==> config.mk <==
export PLATFORM = sky130hd
export DESIGN_NAME = stepper_cmd_seq
export DESIGN_NICKNAME = d
export VERILOG_FILES = /design/src/rtl/stepper_cmd_seq.sv
export SDC_FILE = /design/constraint.sdc
export NUM_CORES = 1
export LEC_CHECK = 0
export ABC_AREA = 1
export CAP_MARGIN = 20
export CORE_ASPECT_RATIO = 0.5
export CORE_MARGIN = 5
export CORE_UTILIZATION = 53
export DETAILED_ROUTE_END_ITERATION = 10
export GPL_TIMING_DRIVEN = 1
export PLACE_DENSITY = 0.82
export RECOVER_POWER = 25
export SYNTH_ARGS = -nofsm -noshare
export SYNTH_HDL_FRONTEND = slang
export SYNTH_SLANG_ARGS = --single-unit
export TNS_END_PERCENT = 50
==> constraint.sdc <==
create_clock -name clk -period 5.98 [get_ports clk]
set_input_delay 1.794 -clock clk [delete_from_list [all_inputs] [get_ports clk]]
set_output_delay 1.794 -clock clk [all_outputs]
set_load 0.005 [all_outputs]
==> src/rtl/stepper_cmd_seq.sv <==
// stepper_cmd_seq
//   Command sequencer that sits directly in front of the stepper pulse
//   generator. Host commands (moves and homing requests) are queued in a
//   small FIFO and executed one at a time. Homing runs against a debounced
//   limit switch and captures the home offset. Every host position is
//   relative to that home point, and the offset is added before the goal
//   is handed to the stepper.
//
// Ports
//   clk, reset          system clock, asynchronous active-high reset
//   cmd_valid/ready     host command handshake (ready = FIFO not full)
//   cmd_home            1 = homing request, 0 = move
//   cmd_speed, cmd_pos  move speed code and home-relative target
//   limit_sw            raw home switch, asynchronous to clk
//   feedback_position   stepper absolute position (bits [23:0] used)
//   control             {speed, absolute goal} to the stepper
//   homing_enable       stepper homing mode
//   busy                a command is running or waiting in the FIFO
//   done_pulse          one cycle when a move or homing completes
//   bad_cmd             one cycle when a queued command is rejected
//   homed               a valid home offset is held
//   fault               sticky homing timeout
//   rel_position        feedback position relative to home
module stepper_cmd_seq #(
    parameter int          DEPTH           = 4,
    parameter int          DEBOUNCE_CYCLES = 50000,
    parameter logic [31:0] HOME_TIMEOUT    = 32'd400_000_000,
    parameter int          SETTLE_CYCLES   = 16
) (
    input  logic        clk,
    input  logic        reset,
    input  logic        cmd_valid,
    output logic        cmd_ready,
    input  logic        cmd_home,
    input  logic [7:0]  cmd_speed,
    input  logic [23:0] cmd_pos,
    input  logic        limit_sw,
    input  logic [31:0] feedback_position,
    output logic [31:0] control,
    output logic        homing_enable,
    output logic        busy,
    output logic        done_pulse,
    output logic        bad_cmd,
    output logic        homed,
    output logic        fault,
    output logic [23:0] rel_position
);

    localparam int AW = (DEPTH > 1) ? $clog2(DEPTH) : 1;
    localparam int DW = $clog2(DEBOUNCE_CYCLES + 1);
    localparam int SW = $clog2(SETTLE_CYCLES + 1);

    localparam logic [AW:0]   FIFO_FULL   = (AW+1)'(DEPTH);
    localparam logic [AW:0]   CNT_ONE     = (AW+1)'(1);
    localparam logic [DW-1:0] DEB_LAST    = DW'(DEBOUNCE_CYCLES - 1);
    localparam logic [SW-1:0] SETTLE_LAST = SW'(SETTLE_CYCLES - 1);
    localparam logic [31:0]   HOME_LAST   = HOME_TIMEOUT - 32'd1;

    typedef enum logic [1:0] {IDLE, HOMING, MOVE} state_t;

    state_t        state;
    logic [AW-1:0] wr_ptr;
    logic [AW-1:0] rd_ptr;
    logic [AW:0]   count;
    logic          fifo_home  [DEPTH];
    logic [7:0]    fifo_speed [DEPTH];
    logic [23:0]   fifo_pos   [DEPTH];

    logic          full;
    logic          empty;
    logic          push;
    logic          pop;
    logic          head_home;
    logic [7:0]    head_speed;
    logic [23:0]   head_pos;
    logic          speed_ok;

    logic          sync_ff1;
    logic          sync_ff2;
    logic          limit_filt;
    logic [DW-1:0] deb_cnt;

    logic [23:0]   home_offset;
    logic [31:0]   home_cnt;
    logic [SW-1:0] settle_cnt;
    logic [23:0]   fb_pos;
    logic          fb_unused_bits;

    assign fb_pos         = feedback_position[23:0];
    assign fb_unused_bits = ^feedback_position[31:24];

    assign full      = (count == FIFO_FULL);
    assign empty     = (count == '0);
    assign cmd_ready = !full;
    assign push      = cmd_valid && !full;
    // The head is consumed whenever IDLE looks at it, whether it runs or is rejected.
    assign pop       = (state == IDLE) && !empty;
    assign busy      = (state != IDLE) || !empty;

    assign head_home  = fifo_home[rd_ptr];
    assign head_speed = fifo_speed[rd_ptr];
    assign head_pos   = fifo_pos[rd_ptr];

    // Legal speed codes: a contiguous low range plus three spot values.
    assign speed_ok = (head_speed <= 8'd40) || (head_speed == 8'd45) ||
                      (head_speed == 8'd50) || (head_speed == 8'd55);

    // FIFO payload storage; only the pointers need a reset.
    always_ff @(posedge clk) begin
        if (push) begin
            fifo_home[wr_ptr]  <= cmd_home;
            fifo_speed[wr_ptr] <= cmd_speed;
            fifo_pos[wr_ptr]   <= cmd_pos;
        end
    end

    // FIFO pointers and occupancy; pointers wrap naturally as DEPTH is a power of 2.
    always_ff @(posedge clk or posedge reset) begin
        if (reset) begin
            wr_ptr <= '0;
            rd_ptr <= '0;
            count  <= '0;
        end else begin
            if (push) wr_ptr <= wr_ptr + AW'(1);
            if (pop)  rd_ptr <= rd_ptr + AW'(1);
            case ({push, pop})
                2'b10:   count <= count + CNT_ONE;
                2'b01:   count <= count - CNT_ONE;
                default: count <= count;
            endcase
        end
    end

    // Limit switch: two-flop synchroniser, then the filtered value only follows
    // after the synchronised value has disagreed for a full unbroken window.
    always_ff @(posedge clk or posedge reset) begin
        if (reset) begin
            sync_ff1   <= 1'b0;
            sync_ff2   <= 1'b0;
            limit_filt <= 1'b0;
            deb_cnt    <= '0;
        end else begin
            sync_ff1 <= limit_sw;
            sync_ff2 <= sync_ff1;
            if (sync_ff2 != limit_filt) begin
                if (deb_cnt >= DEB_LAST) begin
                    limit_filt <= sync_ff2;
                    deb_cnt    <= '0;
                end else begin
                    deb_cnt <= deb_cnt + DW'(1);
                end
            end else begin
                deb_cnt <= '0;
            end
        end
    end

    // Main sequencer. Control is written only when leaving IDLE, so the
    // stepper sees at most one new word per command.
    always_ff @(posedge clk or posedge reset) begin
        if (reset) begin
            state         <= IDLE;
            control       <= '0;
            homing_enable <= 1'b0;
            done_pulse    <= 1'b0;
            bad_cmd       <= 1'b0;
            homed         <= 1'b0;
            fault         <= 1'b0;
            home_offset   <= '0;
            home_cnt      <= '0;
            settle_cnt    <= '0;
        end else begin
            done_pulse <= 1'b0;
            bad_cmd    <= 1'b0;
            case (state)
                IDLE: begin
                    if (!empty) begin
                        if (head_home) begin
                            // Park the goal on the current position so the
                            // stepper stays put once homing mode drops.
                            state         <= HOMING;
                            homing_enable <= 1'b1;
                            control       <= {control[31:24], fb_pos};
                            home_cnt      <= '0;
                        end else if (!homed || !speed_ok) begin
                            bad_cmd <= 1'b1;
                        end else begin
                            state      <= MOVE;
                            control    <= {head_speed, head_pos + home_offset};
                            settle_cnt <= '0;
                        end
                    end
                end
                HOMING: begin
                    if (limit_filt) begin
                        homing_enable <= 1'b0;
                        home_offset   <= fb_pos;
                        homed         <= 1'b1;
                        fault         <= 1'b0;
                        done_pulse    <= 1'b1;
                        state         <= IDLE;
                    end else if (home_cnt >= HOME_LAST) begin
                        homing_enable <= 1'b0;
                        fault         <= 1'b1;
                        homed         <= 1'b0;
                        state         <= IDLE;
                    end else begin
                        home_cnt <= home_cnt + 32'd1;
                    end
                end
                MOVE: begin
                    if (fb_pos == control[23:0]) begin
                        if (settle_cnt >= SETTLE_LAST) begin
                            done_pulse <= 1'b1;
                            settle_cnt <= '0;
                            state      <= IDLE;
                        end else begin
                            settle_cnt <= settle_cnt + SW'(1);
                        end
                    end else begin
                        settle_cnt <= '0;
                    end
                end
                default: state <= IDLE;
            endcase
        end
    end

    // Home-relative position report, wrapping mod 2^24.
    always_ff @(posedge clk or posedge reset) begin
        if (reset) begin
            rel_position <= '0;
        end else begin
            rel_position <= fb_pos - home_offset;
        end
    end

endmodule
; Word-level counts from Yosys, hierarchy flattened
; Memories as Yosys holds them, arrays and structs flattened.
; Index checks and enable logic that the tools add are counted.
; Widths: inputs -> output; s select.
[totals]
mem_count = 3
ramBits = 132
ff_bits = 150
in_bits = 69
[classes]
n_lt_le_gt_ge = 4
n_addsub = 9
n_eq_ne = 21
bitwise = 3
n_reduce_logical = 27
muxes = 42
[mem_list]
columns = name, words, word_bits, rd, rd_ports_with_merged_regs, wr, line_no
row1 = fifo_pos, 4, 24, 1, 0, 1, 67  ; logic [23:0] fifo_pos [DEPTH];
row2 = fifo_speed, 4, 8, 1, 0, 1, 66  ; logic [7:0] fifo_speed [DEPTH];
row3 = fifo_home, 4, 1, 1, 0, 1, 65  ; logic fifo_home [DEPTH];
[ops]
columns = op, n
row1 = $mux 32, 4
row2 = $pmux 32 s2, 1
row3 = $mux 24, 2
row4 = $add 32x1->32 const B, 1
row5 = $ge 32x29->1 const B, 1
row6 = $mux 16, 2
row7 = $mux 5, 5
row8 = $add 24x24->24, 1
row9 = $eq 24x24->1, 1
row10 = $eq 8x6->1 const B, 3
row11 = $sub 24x24->24, 1
row12 = $ne 2x2->1 const B, 9
row13 = $add 16x1->16 const B, 1
row14 = $ge 16x16->1 const B, 1
row15 = $mux 1, 16
row16 = $mux 2, 7
row17 = $reduce_and 4->1, 3
row18 = $pmux 5 s2, 1
row19 = $reduce_and 5->1, 2
row20 = $reduce_bool 2->1, 5
row21 = $le 8x6->1 const B, 1
row22 = $ne 3x3->1 const B, 2
row23 = $pmux 2 s3, 1
row24 = $pmux 3 s2, 1
row25 = 18 further kinds, 34

; Longest topological paths before layout
; An unclocked memory read counts as a cell.
[logic_depth]
ltp_word = 11
mapped_depth = 23
depth_no_buf = 18

; Worst setup path before layout
; OpenSTA, ideal clock, no wires.
[synth_path]
kind = input to register
from = in cmd_valid
to = mem fifo_home[0] (enable)
required_time_ps = 5557
path_slack_ps = 2185
setup_time_ps = 423
n_path_buf = 0
stages = 2
arrival_time_ps = 3372
cell_sequence = nand2_1 > nor2_1
[synth_via]
elab_chain_len = 3
[synth_lines]
columns = item, line_no
row1 = start: declaration, 32  ; input logic cmd_valid,
row2 = $logic_and 1x1->1, 95  ; assign push = cmd_valid && !full;
row3 = $mux 1, 110  ; if (push) begin
row4 = $mux 1 (implied by the code), 111  ; fifo_home[wr_ptr] <= cmd_home;
row5 = end: declaration, 65
; No other way between the ends.

; Worst setup path after layout
[layout_path]
from = reg rd_ptr[0]
to = reg control[16]
[layout_via]
elab_chain_len = 9
elab_cells_between_ends = 17
classes_between = add/sub: 1 / order compare: 1 / eq/ne: 4 / mux: 2 / reduce/logical: 6 / memory: 3
[layout_lines]
columns = item, line_no
row1 = start: declaration, 63  ; logic [AW-1:0] rd_ptr;
row2 = start signal: assignment, 125  ; if (pop) rd_ptr <= rd_ptr + AW'(1);
row3 = $mem_v2 4x8, n/a
row4 = $le 8x6->1 or $eq 8x6->1 (tied branches), 105  ; assign speed_ok = (head_speed <= 8'd40) || (head_speed == 8'd45) ||
row5 = $logic_or 1x1->1 (2 in a row), 105
row6 = $logic_or 1x1->1, 106  ; (head_speed == 8'd50) || (head_speed == 8'd55);
row7 = $logic_not 1->1, 185  ; end else if (!homed || !speed_ok) begin
row8 = $logic_or 1x1->1, 185
row9 = $ne 2x2->1 (no line), n/a
row10 = $reduce_and 3->1 (no line), n/a
row11 = end signal: assignment, 183  ; control <= {control[31:24], fb_pos};
row12 = end signal: assignment, 189  ; control <= {head_speed, head_pos + home_offset};
row13 = end: declaration, 39  ; output logic [31:0] control,
; Parallel ways exist; a longest one is shown, timed or not. The select of a mux whose other input is x is not followed.
; A chain may end at the register's enable or synchronous reset.

==> summary.txt <==
Run status
  • Status: complete, no violations

Logic synthesis
  • Share of the synthesized area in the top cell type: 25.7%
  • Cell taking the most area after synthesis: edfxtp_1
  • Yosys warnings: 0
  • Seq/Total Area, Yosys: 50.0%
  • Unique masters post-synth: 49
  • Syn nets: 1984
  • Register bit total from synthesis: 282
  • Largest cells by area after synthesis: edfxtp_1 26%, dfrtp_1 24%, nand2_1 13%
  • Commonest register cell after synthesis: dfrtp_1
  • Post-Syn Instances: 1854
  • Ys async rst share: 53.2%
  • Post-Syn Area: 0.0154 sq mm
  • Syn avg cell area: 8.33 sq um
  • EDFF count, synth: 132

Timing
  • Hold Fails Final Rpt: 0
  • Clock Skew: 0.0118 ns
  • Final setup fails: 0
  • Minimum clock period: 4.28 ns
  • PnR worst setup slack: 1.70 ns
  • Max Freq: 233 MHz
  • Unrepaired setup endpoints after global routing: no
  • Setup TNS: 0 ns
  • Worst-Margin Slew: 1.21 ns
  • Fin. max-slew vios: 0
  • Final worst path period share: 71.7%
  • Slew margin rel.: 19.5%
  • Hold slack: 0.358 ns

Min path
  • WHS Endpoint: sync_ff2$_DFF_PP0_
  • Hold WC Path Type: register to register
  • Hold Crit Start: sync_ff1$_DFF_PP0_
  • Worst Hold Path Cells: 0

Power and ir drop
  • Pleak: 8.20 nW
  • Cell Pwr Density: 445 mW/mm^2
  • VDD IR max: 0.000285 V

Clock network
  • Cts bufs inserted: 27
  • CTS resizes: 0
  • Htree depth: 1
  • CTS tree: yes
  • CTS root buf: clkbuf_16
  • Clock sinks: 282
  • Setup Buffers After CTS: 0
  • Reg clk slew, reported paths: 0.07 ns
  • # hold bufs at CTS: 0
  • Worst-skew pair later-pin latency: 0.55 ns
  • Clock Path Buffers: 3

Placed design
  • Placed cells: 2329
  • RD Place Congestion: 0.942
  • Post-DP HPWL: 26.6 mm
  • PortBufs: 123
  • Pre-CTS setup slack: 1.90 ns

Layout
  • Area Growth Syn to Fin: 15.4%
  • Number of nets in the layout: 2099
  • Register Area: 0.00772 sq mm
  • Multi-input logic area: 0.00663 sq mm
  • # fillers: 2406
  • Non-Filler Instances: 2381
  • Share of layout cells above drive strength 1: 3.67%

Floorplanning
  • Die footprint: 0.0329 sq mm
  • Starting density of the core: 53.5%
  • Die Ht: 131 microns
  • Core footprint: 0.0288 sq mm
  • Rows: 44
  • Num ports: 132
  • Die X: 251 microns

Critical path
  • Worst R2R End: control[16]$_DFFE_PP0P_
  • Worst EP required: 6.42 ns
  • R2R cell count: 19
  • Critical path class: register to register
  • CP Max Fanout: 34
  • Worst R2R Setup Slack: 1.70 ns
  • Critical Path Start Type: register
  • Critical path arrival: 4.73 ns
  • Reg2reg start: rd_ptr[0]$_DFFE_PP0P_
  • CP Capture Type: register

Drt
  • WL/cell: 15.5 microns
  • Final ANT Viol Nets: 0
  • Drt via density: 5.31
  • DRC violations left: 0
  • Total number of vias: 12600
  • DR iter-0 viols: 1244
  • Total wire length: 36.9 mm
  • Drt first pass iters: 6

GRT
  • Vias in the first global route: 11700
  • Global Route Usage Sum: 22.4%
  • Remaining Overflow, GRT: 0
  • Pin count of the biggest net entering global routing: 104
  • Initial antenna violation count: 7
  • First-pass GRT wire length: 59.3 mm

Flow run
  • Max-cap violations: 0
synth_stat cells, types with 11 or more instances:
library cell  instances
o22ai_1              25
o21ai_0             115
inv_1               204
edfxtp_1            132
nand4_1              18
a21o_1               11
nand2_1             555
a21oi_1              55
dfrtp_1             150
nand3_1             105
nor2_1              204
nor3_1               26
clkbuf_1             25
o21ai_1              12
xnor2_1              25
xor2_1               45
ha_1                 58
flip-flops by register name, indices dropped and copies added, names as in the netlist, 2 cells and up:
name / flops
wr_ptr: 2
rd_ptr: 2
rel_position: 24
home_offset: 24
state: 2
fifo_pos: 96
control: 32
fifo_speed: 32
count: 3
deb_cnt: 16
settle_cnt: 5
home_cnt: 32
fifo_home: 4
stage by stage:
stage / total power [mW] / utilization (%) / cell area [sq um]
5_1_grt: 8.57 / 61.7 / 17800
4_1_cts: 7.91 / 61.7 / 17800
6_report: 7.93 / 61.7 / 17800
2_1_floorplan: 5.34 / - / 15400
3_3_place_gp: 6.15 / 58.8 / 17000
3_5_place_dp: 6.24 / 58.8 / 17000
layout by cell type, fill, tap and decap left out, drive strengths merged, types with 3 or more instances in the layout:
| cell type | n |
|---|---|
| o21ai | 128 |
| o21bai | 6 |
| inv | 211 |
| o22ai | 25 |
| nand4 | 18 |
| xor2 | 45 |
| nor2 | 207 |
| clkinv | 3 |
| diode | 3 |
| nand3 | 107 |
| ha | 58 |
| dlygate4sd3 | 35 |
| edfxtp | 132 |
| a21oi | 55 |
| nand2 | 563 |
| clkdlybuf4s50 | 88 |
| a21o | 11 |
| a32oi | 4 |
| buf | 12 |
| fa | 3 |
| dfrtp | 150 |
| clkbuf | 41 |
| nor3 | 27 |
| nand3b | 10 |
| nor4 | 7 |
| xnor2 | 25 |
logic make-up after synthesis:
logic type,after synthesis,share of synthesized area [%]
fa+ha+maj,61,5.09
flops,282,50.0
xor+xnor,70,3.97
buf+inv,258,7.07
compound gates,238,8.54
simple gates,945,25.3
layout make-up:
cell class	count	area share (%)
Antenna cell	3	0.0422
Clock buffer	40	4.29
Clock inverter	7	0.422
Inverter	208	4.44
Multi-Input combinational cell	1314	37.2
Sequential cell	282	43.3
Tap cell	391	2.75
Timing Repair Buffer	136	7.48
routing by layer:
layer | share of wire (%) | GRT usage, %
met1 | 45 | 30.9
met5 | 0.12 | 0
met3 | 6.4 | 3.62
met2 | 46 | 37.6
met4 | 2.7 | 6.06
report_power, final:
| part | total (mW) | switching, mW | internal [mW] | leakage [nW] |
|---|---|---|---|---|
| Clock | 1.65 | 0.722 | 0.929 | 0.409 |
| Combinational | 3.71 | 2.43 | 1.28 | 4.76 |
| Sequential | 2.57 | 0.203 | 2.37 | 3.03 |
how the worst max path moves through the flow:
stage                                startpoint                        end  cells after the start
after CTS                  count[2]$_DFFE_PP0P_                       busy                      3
after floorplan                           reset          bad_cmd$_DFF_PP0_                      1
after global placement     feedback_position[2]  rel_position[9]$_DFF_PP0_                      9
final                     rd_ptr[0]$_DFFE_PP0P_    control[16]$_DFFE_PP0P_                     19
after global routing      rd_ptr[0]$_DFFE_PP0P_    control[12]$_DFFE_PP0P_                     19
after detailed placement   feedback_position[1]  rel_position[9]$_DFF_PP0_                      9
critical path: stages, from the launching register on:
cell,delay [ns]
dfrtp_1,0.82
inv_4,0.52
buf_4,0.40
o21ai_0,0.14
o22ai_1,0.23
ha_1,0.26
inv_1,0.07
fa_1,0.38
inv_1,0.14
nand3_1,0.09
nand3_1,0.18
nand2_1,0.07
nand2_1,0.14
nand2_1,0.11
nand2_1,0.08
nand2_1,0.04
nand3_1,0.12
o21ai_0,0.12
nand3_1,0.12
nand2_1,0.06
No activity file was read; power rests on OpenSTA's default activity.
